==> src/rtl/divider_share_ctrl_pkg.sv <==
// Shared types and constants for the divider-sharing arbiter.
package divider_share_ctrl_pkg;

    localparam int unsigned DATA_W      = 32;
    localparam int unsigned DIV_TIMEOUT = 48;
    localparam int unsigned TMO_W       = 6;

    typedef enum logic [1:0] {
        ST_IDLE    = 2'd0,
        ST_ISSUE   = 2'd1,
        ST_WAIT    = 2'd2,
        ST_DELIVER = 2'd3
    } state_e;

    localparam logic CH_FREQ   = 1'b0;
    localparam logic CH_PERIOD = 1'b1;

    localparam logic [DATA_W-1:0] ERR_QUOT = '1;

    // Last WAIT cycle index before the operation is abandoned.
    localparam logic [TMO_W-1:0] TMO_LAST = TMO_W'(DIV_TIMEOUT - 1);

    typedef struct packed {
        logic [DATA_W-1:0] num;
        logic [DATA_W-1:0] den;
    } div_op_t;

endpackage

==> src/rtl/div_req_slot.sv <==
// Per-channel request latch: a pending flag plus the latest operands.
module div_req_slot
    import divider_share_ctrl_pkg::*;
(
    input  logic              clk,
    input  logic              rst_n,
    input  logic              req,
    input  logic [DATA_W-1:0] num,
    input  logic [DATA_W-1:0] den,
    input  logic              take,
    output logic              pend,
    output div_op_t           op,
    output logic              pend_nxt_c
);

    logic    pend_q, pend_d;
    div_op_t op_q, op_d;

    // A new request beats a simultaneous take: it becomes the follow-up run.
    always_comb begin
        pend_d = pend_q;
        op_d   = op_q;
        if (take) begin
            pend_d = 1'b0;
        end
        if (req) begin
            pend_d = 1'b1;
            op_d   = '{num: num, den: den};
        end
    end

    always_ff @(posedge clk) begin
        if (!rst_n) begin
            pend_q <= 1'b0;
            op_q   <= '0;
        end else begin
            pend_q <= pend_d;
            op_q   <= op_d;
        end
    end

    assign pend       = pend_q;
    assign op         = op_q;
    assign pend_nxt_c = pend_d;

endmodule

==> src/rtl/divider_share_ctrl.sv <==
// Round-robin arbiter sharing one iterative divider between the frequency
// and period channels, with divide-by-zero and timeout protection.
module divider_share_ctrl
    import divider_share_ctrl_pkg::*;
(
    input  logic              clk,
    input  logic              rst_n,
    input  logic              f_req,
    input  logic [DATA_W-1:0] f_num,
    input  logic [DATA_W-1:0] f_den,
    input  logic              p_req,
    input  logic [DATA_W-1:0] p_num,
    input  logic [DATA_W-1:0] p_den,
    output logic [DATA_W-1:0] f_quot,
    output logic              f_done,
    output logic              f_err,
    output logic [DATA_W-1:0] p_quot,
    output logic              p_done,
    output logic              p_err,
    output logic              div_start,
    output logic [DATA_W-1:0] div_num,
    output logic [DATA_W-1:0] div_den,
    input  logic [DATA_W-1:0] div_quot,
    input  logic              div_done,
    output logic              busy
);

    state_e            state_q, state_d;
    logic              grant_q, grant_d;
    logic              last_grant_q, last_grant_d;
    div_op_t           op_q, op_d;
    logic              div_start_q, div_start_d;
    logic [TMO_W-1:0]  tmo_q, tmo_d;
    logic [DATA_W-1:0] res_q, res_d;
    logic              res_err_q, res_err_d;
    logic [DATA_W-1:0] f_quot_q, f_quot_d, p_quot_q, p_quot_d;
    logic              f_done_q, f_done_d, p_done_q, p_done_d;
    logic              f_err_q, f_err_d, p_err_q, p_err_d;
    logic              busy_q, busy_d;

    logic              take_f, take_p;
    logic              f_pend, p_pend, f_pend_nxt, p_pend_nxt;
    div_op_t           f_op, p_op;

    div_req_slot u_slot_f (
        .clk        (clk),
        .rst_n      (rst_n),
        .req        (f_req),
        .num        (f_num),
        .den        (f_den),
        .take       (take_f),
        .pend       (f_pend),
        .op         (f_op),
        .pend_nxt_c (f_pend_nxt)
    );

    div_req_slot u_slot_p (
        .clk        (clk),
        .rst_n      (rst_n),
        .req        (p_req),
        .num        (p_num),
        .den        (p_den),
        .take       (take_p),
        .pend       (p_pend),
        .op         (p_op),
        .pend_nxt_c (p_pend_nxt)
    );

    // Arbiter next-state and registered-output decode.
    always_comb begin
        state_d      = state_q;
        grant_d      = grant_q;
        last_grant_d = last_grant_q;
        op_d         = op_q;
        div_start_d  = 1'b0;
        tmo_d        = tmo_q;
        res_d        = res_q;
        res_err_d    = res_err_q;
        f_quot_d     = f_quot_q;
        f_err_d      = f_err_q;
        f_done_d     = 1'b0;
        p_quot_d     = p_quot_q;
        p_err_d      = p_err_q;
        p_done_d     = 1'b0;
        take_f       = 1'b0;
        take_p       = 1'b0;

        case (state_q)
            ST_IDLE: begin
                if (f_pend || p_pend) begin
                    if (f_pend && p_pend) begin
                        grant_d = ~last_grant_q;
                    end else begin
                        grant_d = p_pend ? CH_PERIOD : CH_FREQ;
                    end
                    if (grant_d == CH_FREQ) begin
                        take_f = 1'b1;
                        op_d   = f_op;
                    end else begin
                        take_p = 1'b1;
                        op_d   = p_op;
                    end
                    state_d = ST_ISSUE;
                end
            end
            ST_ISSUE: begin
                if (op_q.den == '0) begin
                    res_d     = ERR_QUOT;
                    res_err_d = 1'b1;
                    state_d   = ST_DELIVER;
                end else begin
                    div_start_d = 1'b1;
                    tmo_d       = '0;
                    state_d     = ST_WAIT;
                end
            end
            ST_WAIT: begin
                if (div_done) begin
                    res_d     = div_quot;
                    res_err_d = 1'b0;
                    state_d   = ST_DELIVER;
                end else if (tmo_q == TMO_LAST) begin
                    res_d     = ERR_QUOT;
                    res_err_d = 1'b1;
                    state_d   = ST_DELIVER;
                end else begin
                    tmo_d = tmo_q + TMO_W'(1);
                end
            end
            ST_DELIVER: begin
                if (grant_q == CH_FREQ) begin
                    f_quot_d = res_q;
                    f_err_d  = res_err_q;
                    f_done_d = 1'b1;
                end else begin
                    p_quot_d = res_q;
                    p_err_d  = res_err_q;
                    p_done_d = 1'b1;
                end
                last_grant_d = grant_q;
                state_d      = ST_IDLE;
            end
            default: begin
                state_d = ST_IDLE;
            end
        endcase

        busy_d = (state_d != ST_IDLE) || f_pend_nxt || p_pend_nxt;
    end

    always_ff @(posedge clk) begin
        if (!rst_n) begin
            state_q      <= ST_IDLE;
            grant_q      <= CH_FREQ;
            last_grant_q <= CH_PERIOD;
            op_q         <= '0;
            div_start_q  <= 1'b0;
            tmo_q        <= '0;
            res_q        <= '0;
            res_err_q    <= 1'b0;
            f_quot_q     <= '0;
            f_err_q      <= 1'b0;
            f_done_q     <= 1'b0;
            p_quot_q     <= '0;
            p_err_q      <= 1'b0;
            p_done_q     <= 1'b0;
            busy_q       <= 1'b0;
        end else begin
            state_q      <= state_d;
            grant_q      <= grant_d;
            last_grant_q <= last_grant_d;
            op_q         <= op_d;
            div_start_q  <= div_start_d;
            tmo_q        <= tmo_d;
            res_q        <= res_d;
            res_err_q    <= res_err_d;
            f_quot_q     <= f_quot_d;
            f_err_q      <= f_err_d;
            f_done_q     <= f_done_d;
            p_quot_q     <= p_quot_d;
            p_err_q      <= p_err_d;
            p_done_q     <= p_done_d;
            busy_q       <= busy_d;
        end
    end

    assign f_quot    = f_quot_q;
    assign f_done    = f_done_q;
    assign f_err     = f_err_q;
    assign p_quot    = p_quot_q;
    assign p_done    = p_done_q;
    assign p_err     = p_err_q;
    assign div_start = div_start_q;
    assign div_num   = op_q.num;
    assign div_den   = op_q.den;
    assign busy      = busy_q;

endmodule
==> config.mk <==
export PLATFORM = sky130hd
export DESIGN_NAME = divider_share_ctrl
export DESIGN_NICKNAME = d
export VERILOG_FILES = /design/src/rtl/divider_share_ctrl_pkg.sv /design/src/rtl/div_req_slot.sv /design/src/rtl/divider_share_ctrl.sv
export SDC_FILE = /design/constraint.sdc
export NUM_CORES = 1
export LEC_CHECK = 0
export CORE_MARGIN = 2
export CORE_UTILIZATION = 35
export CTS_CLUSTER_SIZE = 30
export DETAILED_ROUTE_END_ITERATION = 6
export PLACE_DENSITY = 0.6
export SETUP_SLACK_MARGIN = 0.5
export SYNTH_ARGS = -nofsm -noshare
export SYNTH_HDL_FRONTEND = slang
export SYNTH_SLANG_ARGS = --single-unit
export TNS_END_PERCENT = 100
==> constraint.sdc <==
create_clock -name clk -period 2 [get_ports clk]
set_clock_uncertainty 0.05 [all_clocks]
set_input_delay 0.2 -clock clk [delete_from_list [all_inputs] [get_ports clk]]
set_output_delay 0.2 -clock clk [all_outputs]
set_load 0.01 [all_outputs]
Word level (Yosys, flattened, before mapping) --
Cells that the tools add are included.
Word-level totals: register bits 307, logic and storage cells 84
Operators by class: add/subtract/negate cells 1, equal/unequal tests 9, muxes and demuxes 35, bitwise gates (word level) 2, reduce and logical (&&, ||, !) cells 15
Operators by type and width (number):
- two-way mux 32 bit | 3
- two-way mux 64 bit | 1
- case mux 32 bit (2 select lines) | 1
- zero test 32 bit | 1
- two-way mux 1 bit | 21
- two-way mux 6 bit | 3
- case mux 6 bit (2 select lines) | 1
- AND reduction 2 bit | 5
- != test 2 bit, second input constant | 4
- case mux 2 bit (4 select lines) | 1
- adder 6 x 1 -> 6 bit, second input constant | 1
- == test 6 bit, second input constant | 1
- two-way mux 2 bit | 3
- == test 2 bit, second input constant | 2
- AND reduction 4 bit | 1
- nonzero test 2 bit | 2
- logical OR 1 bit | 3
- != test 3 bit, second input constant | 1
- AND reduction 3 bit | 1
- == test 2 x 1 -> 1 bit, second input constant | 1
- zero test 2 bit | 1
- inverter 1 bit | 2
- case mux 1 bit (2 select lines) | 1
- logical AND 1 bit | 1

Longest topological paths before layout --
depth after elaboration 11, gate-level depth with buffers 8

Cells and area by module --
A second synthesis with hierarchy kept.
Second synthesis, totals: cell total of the unflattened synthesis 1070, area total of the unflattened synthesis 11687.5 um2
Modules (own cells, without submodules):
- divider_share_ctrl | instances 1, cells an instance 648, area an instance 6672.6 um2, seq. area each 3543.4 um2
- div_req_slot | instances 2, cells an instance 211, area an instance 2507.4 um2, seq. area each 1301.2 um2

Worst setup path after synthesis --
Ideal clock, no wire load.
path type register to register, start point register op_q, in the netlist div_den[11], end point register res_q[10], arrival 1576 ps, required time 1834 ps, path slack 258 ps, cell stages (with the launch flop) 7, period minus slack after synthesis 1742 ps, path through dfxtp_1 > nor4_2 > nand4_4 > o21ai_4 > nand4_4 > buf_6 > a2bb2oi_2
On the way: word-level cells in the longest chain between the ends 3
RTL lines:
- start, declared | line divider_share_ctrl.sv:31 | div_op_t op_q, op_d;
- start signal, assigned | line divider_share_ctrl.sv:172 | op_q <= op_d;
- zero test 32 bit | line divider_share_ctrl.sv:107 | if (op_q.den == '0) begin
- != test 2 bit (no line)
- AND reduction 3 bit (no line)
- end signal, assigned | line divider_share_ctrl.sv:175 | res_q <= res_d;
- end, declared | line divider_share_ctrl.sv:34 | logic [DATA_W-1:0] res_q, res_d;
No other way between the ends. A chain may end at the register's enable or synchronous reset.

Worst setup path after layout --
start point register op_q, in the netlist div_den[0], end point register res_q[0]
Same word-level chain as after synthesis.

==> metrics.txt <==
# TYPE chip_impl_metric gauge
chip_impl_info{name="outcome",value="finished, final reports clean"} 1
chip_impl_metric{name="standard_cell_core_area",unit="um^2"} 32300
chip_impl_metric{name="yosys_warnings",unit=""} 0
chip_impl_metric{name="fp.dieArea",unit="um^2"} 34000
chip_impl_metric{name="timing_worst_slew_pin_value",unit="ns"} 0.691
chip_impl_metric{name="final_min_period_over_clock_period",unit="%"} 96.0
chip_impl_info{name="terminus_of_the_critical_flop_to_flop_path",value="res_q[0]"} 1
chip_impl_info{name="worst_hold_path.endpoint",value="f_quot[27]"} 1
chip_impl_metric{name="synth_edf_count",unit=""} 0
chip_impl_metric{name="dr.pass1.iters",unit=""} 7
chip_impl_metric{name="route.met3.wl",unit="mm"} 2.85
chip_impl_metric{name="ys_seq_elements",unit=""} 307
chip_impl_metric{name="groute.usage.overall",unit="%"} 20.2
chip_impl_info{name="synth_top_area_cell",value="dfxtp_1"} 1
chip_impl_metric{name="placement.io_buffers",unit=""} 298
chip_impl_metric{name="final_max_slew_viol_count",unit=""} 0
chip_impl_metric{name="die_h",unit="um"} 184
chip_impl_metric{name="irDropWorstVdd",unit="V"} 0.000608
chip_impl_metric{name="hold_buffers",unit=""} 0
chip_impl_metric{name="register_area",unit="um^2"} 6180
chip_impl_metric{name="via_count",unit=""} 9541
chip_impl_metric{name="wire_length_of_the_first_global_routing_pass",unit="mm"} 53.7
chip_impl_metric{name="fp.dieW",unit="um"} 184
chip_impl_info{name="clock_tree.root_cell",value="clkbuf_16"} 1
chip_impl_metric{name="layout-area-overhead-vs-synth",unit="%"} 56.9
chip_impl_metric{name="sequential_area_share_after_synthesis",unit="%"} 54.0
chip_impl_metric{name="synth_top_cell_area_share",unit="%"} 54.0
chip_impl_metric{name="grt_overflow",unit=""} 0
chip_impl_metric{name="layout.cell_area.non_filler",unit="um^2"} 17900
chip_impl_metric{name="clock-sinks",unit=""} 307
chip_impl_metric{name="finalHoldViolCount",unit=""} 0
chip_impl_metric{name="dpl-instance-area",unit="um^2"} 15100
chip_impl_info{name="rsz0062_at_grt",value="yes"} 1
chip_impl_info{name="highest-signal-layer",value="met5"} 1
chip_impl_info{name="worst_hold_path_type",value="in2reg"} 1
chip_impl_metric{name="violation_count_after_the_first_detailed_route_iteration",unit=""} 513
chip_impl_metric{name="tritoncts.num_buffers",unit=""} 35
chip_impl_metric{name="drtAntennaViolNets",unit=""} 0
chip_impl_metric{name="number_of_nets_produced_by_synthesis",unit=""} 1263
chip_impl_metric{name="clock_path_buffers",unit=""} 3
chip_impl_metric{name="finish.net_count",unit=""} 1611
chip_impl_info{name="synth.top_cells.by_area",value="dfxtp_1 54%, mux2i_1 14%, nor2_1 6.7%, a2bb2oi_2 4.0%, nand2_1 3.4%"} 1
chip_impl_info{name="startpoint_type",value="flip-flop"} 1
chip_impl_metric{name="grt_antenna_before_repair",unit=""} 5
chip_impl_metric{name="fillcell_total",unit=""} 2833
chip_impl_metric{name="met2_wirelength",unit="mm"} 17.9
chip_impl_metric{name="fmax",unit="MHz"} 521
chip_impl_metric{name="timing.final.setup_violations",unit=""} 0
chip_impl_metric{name="fin_total_pwr",unit="uW"} 17800
chip_impl_metric{name="critical_path_fanouts_max",unit=""} 17
chip_impl_metric{name="setup_tns",unit="ns"} 0
chip_impl_info{name="worst_hold_startpoint",value="rst_n"} 1
chip_impl_metric{name="synth.cell_area",unit="um^2"} 11400
chip_impl_metric{name="initial_utilization",unit="%"} 35.2
chip_impl_metric{name="multi_input_comb_area",unit="um^2"} 5610
chip_impl_info{name="critical_path_class",value="reg2reg"} 1
chip_impl_metric{name="reg2reg_slack",unit="ns"} 0.08
chip_impl_metric{name="static-leakage-power",unit="uW"} 0.00771
chip_impl_metric{name="pre_cts_slack",unit="ns"} 0.0239
chip_impl_metric{name="wl_per_cell",unit="um"} 19.4
chip_impl_metric{name="synth_async_sr_flop_share",unit="%"} 0
chip_impl_metric{name="met1Wirelength",unit="mm"} 15.4
chip_impl_metric{name="gp_routability_congestion",unit=""} 0.756
chip_impl_info{name="critical_path.reg2reg.startpoint",value="div_den[0]"} 1
chip_impl_metric{name="cp_data_arrival_time",unit="ns"} 2.26
chip_impl_metric{name="max_cap_violations",unit=""} 0
chip_impl_metric{name="required",unit="ns"} 2.34
chip_impl_metric{name="reg2reg_depth",unit=""} 7
chip_impl_metric{name="num_io_pins",unit=""} 299
chip_impl_metric{name="cts_htree_levels",unit=""} 2
chip_impl_metric{name="finalWorstSetupSlack",unit="ns"} 0.0809
chip_impl_metric{name="post-route-min-period",unit="ns"} 1.92
chip_impl_info{name="critPathCaptureType",value="flip-flop"} 1
chip_impl_metric{name="drc",unit=""} 0
chip_impl_metric{name="post_route_cells_drive_above_1_share",unit="%"} 25.6
chip_impl_metric{name="wirelength",unit="mm"} 37.0
chip_impl_metric{name="yosys.cell_types.count",unit=""} 41
chip_impl_metric{name="clkSlewWorstSetupHoldPaths",unit="ns"} 0.06
chip_impl_metric{name="syn-instance-count",unit=""} 1093
chip_impl_metric{name="avgSynthCellArea",unit="um^2"} 10.4
chip_impl_info{name="cts_tree",value="yes"} 1
chip_impl_metric{name="hpwlAfterDp",unit="mm"} 22.0
chip_impl_metric{name="powerDensity",unit="nW/um^2"} 997
chip_impl_metric{name="maxSlewHeadroom",unit="%"} 53.4
chip_impl_metric{name="clock_latency",unit="ns"} 0.51
chip_impl_metric{name="rows",unit=""} 66
chip_impl_metric{name="grt_start_max_net_pins",unit=""} 76
chip_impl_metric{name="via_count_of_the_first_global_routing_pass",unit=""} 9317
chip_impl_info{name="dominantRegCellSynth",value="dfxtp_1"} 1
chip_impl_metric{name="vias_per_cell",unit=""} 4.99
chip_impl_metric{name="whs_path_depth",unit=""} 3
-- cell type report --
| type | count | area share (%) |
|---|---|---|
| Antenna cell | 4 | 0.0560 |
| Clock buffer | 56 | 6.20 |
| Clock inverter | 6 | 0.462 |
| Inverter | 8 | 0.238 |
| Multi-Input combinational cell | 694 | 31.4 |
| Sequential cell | 307 | 34.6 |
| Tap cell | 442 | 3.10 |
| Timing Repair Buffer | 395 | 23.9 |
-- routing by layer --
metal,global-route usage [%],vias up
met5,0,-
met4,5.41,4
met3,6.18,58
met2,33.6,303
met1,25.4,4598
li1,-,4578
-- logic make-up (layout without fill, tap and decap cells) --
group                    Yosys count  in the layout  synth area share [%]
other                              0              4                     0
XOR/XNOR                           1              1                0.0770
buffers and inverters             92            465                  3.69
AND/OR/NAND/NOR                  334            334                  12.5
adder cells (fa/ha/maj)            5              5                 0.550
AO/OA/AOI/OAI                    190            190                  14.7
flip-flops                       307            307                  54.0
multiplexers                     164            164                  14.4
-- flip-flops by register name, summed over array words and instances (netlist names), 2 cells and up --
signal	flops
tmo_q	6
res_q	32
u_slot_f.op	64
div_den	32
f_quot	32
div_num	32
u_slot_p.op	64
state_q	2
p_quot	32
-- critical path, cell delays in order, from the launching register on --
cell and delay [ns]:
dfxtp_2 0.34, nor4_4 0.35, nand4_4 0.20, o21ai_4 0.21, buf_4 0.15, nand4_4 0.14, buf_12 0.21, a2bb2oi_1 0.15
-- placed cells by master, fill, tap and decap left out, types with 10 or more instances in the layout --
| cell type | n |
|---|---|
| dfxtp_1 | 283 |
| nor2_1 | 175 |
| mux2i_1 | 163 |
| clkdlybuf4s50_1 | 161 |
| dlygate4sd2_1 | 113 |
| nand2_1 | 74 |
| clkbuf_16 | 44 |
| a211oi_2 | 34 |
| buf_4 | 34 |
| a22o_1 | 33 |
| a21oi_2 | 30 |
| a2bb2oi_2 | 30 |
| a222oi_1 | 29 |
| buf_12 | 23 |
| dfxtp_2 | 21 |
| nand2_4 | 19 |
| buf_6 | 18 |
| nor2_4 | 17 |
| buf_16 | 12 |
| nor2_2 | 11 |
| clkbuf_8 | 11 |
| a21oi_1 | 10 |
-- per-stage QoR --
stage               hold WS (ns)  cells  util, %
floorplan                  0.283   1093        -
global placement           0.394   1784     46.8
detailed placement         0.398   1784     46.8
CTS                       0.0109   1888     53.0
global route              0.0375   1909     55.3
finish                    0.0316   1912     55.3
-- power breakdown --
group / leakage [uW] / switching (uW) / internal [uW]
clock: 0.000585 / 2490 / 4040
sequential: 0.00253 / 582 / 6740
combinational: 0.00460 / 1840 / 2120
total: 0.00771 / 4910 / 12900
-- how the worst max path moves through the flow --
stage,startpoint,end,slack [ns],depth (start not counted)
after floorplan,div_den[31],res_q[10],0.28,6
after detailed placement,div_den[23],tmo_q[1],0.02,6
after global placement,div_den[19],tmo_q[1],0.06,6
final,div_den[0],res_q[0],0.08,7
after CTS,div_den[1],res_q[0],0.11,7
after global routing,div_den[0],tmo_q[3],0.009,7
-- cells in the mapped netlist, drive strengths merged (2+ instances only) --
cell type,n
a22o,33
dfxtp,307
and3,2
a21boi,2
buf,24
nand2,102
a211oi,36
a2bb2oi,32
nand3,2
clkbuf,60
mux2i,164
or3,4
a21oi,42
ha,5
nand4,4
inv,7
nor2,203
nor2b,3
nor4,8
nand2b,2
o21ai,9
a222oi,29
-- timing repair --
item / CTS / global route
gates resized for setup: 251 / 141
pin swaps: 58 / 72
cloned: 12 / 11
setup endpoints to repair: 242 / 189
buffers inserted: 30 / 9
hold endpoints to repair: 0 / 0
Power figures use the tool's default switching activity.
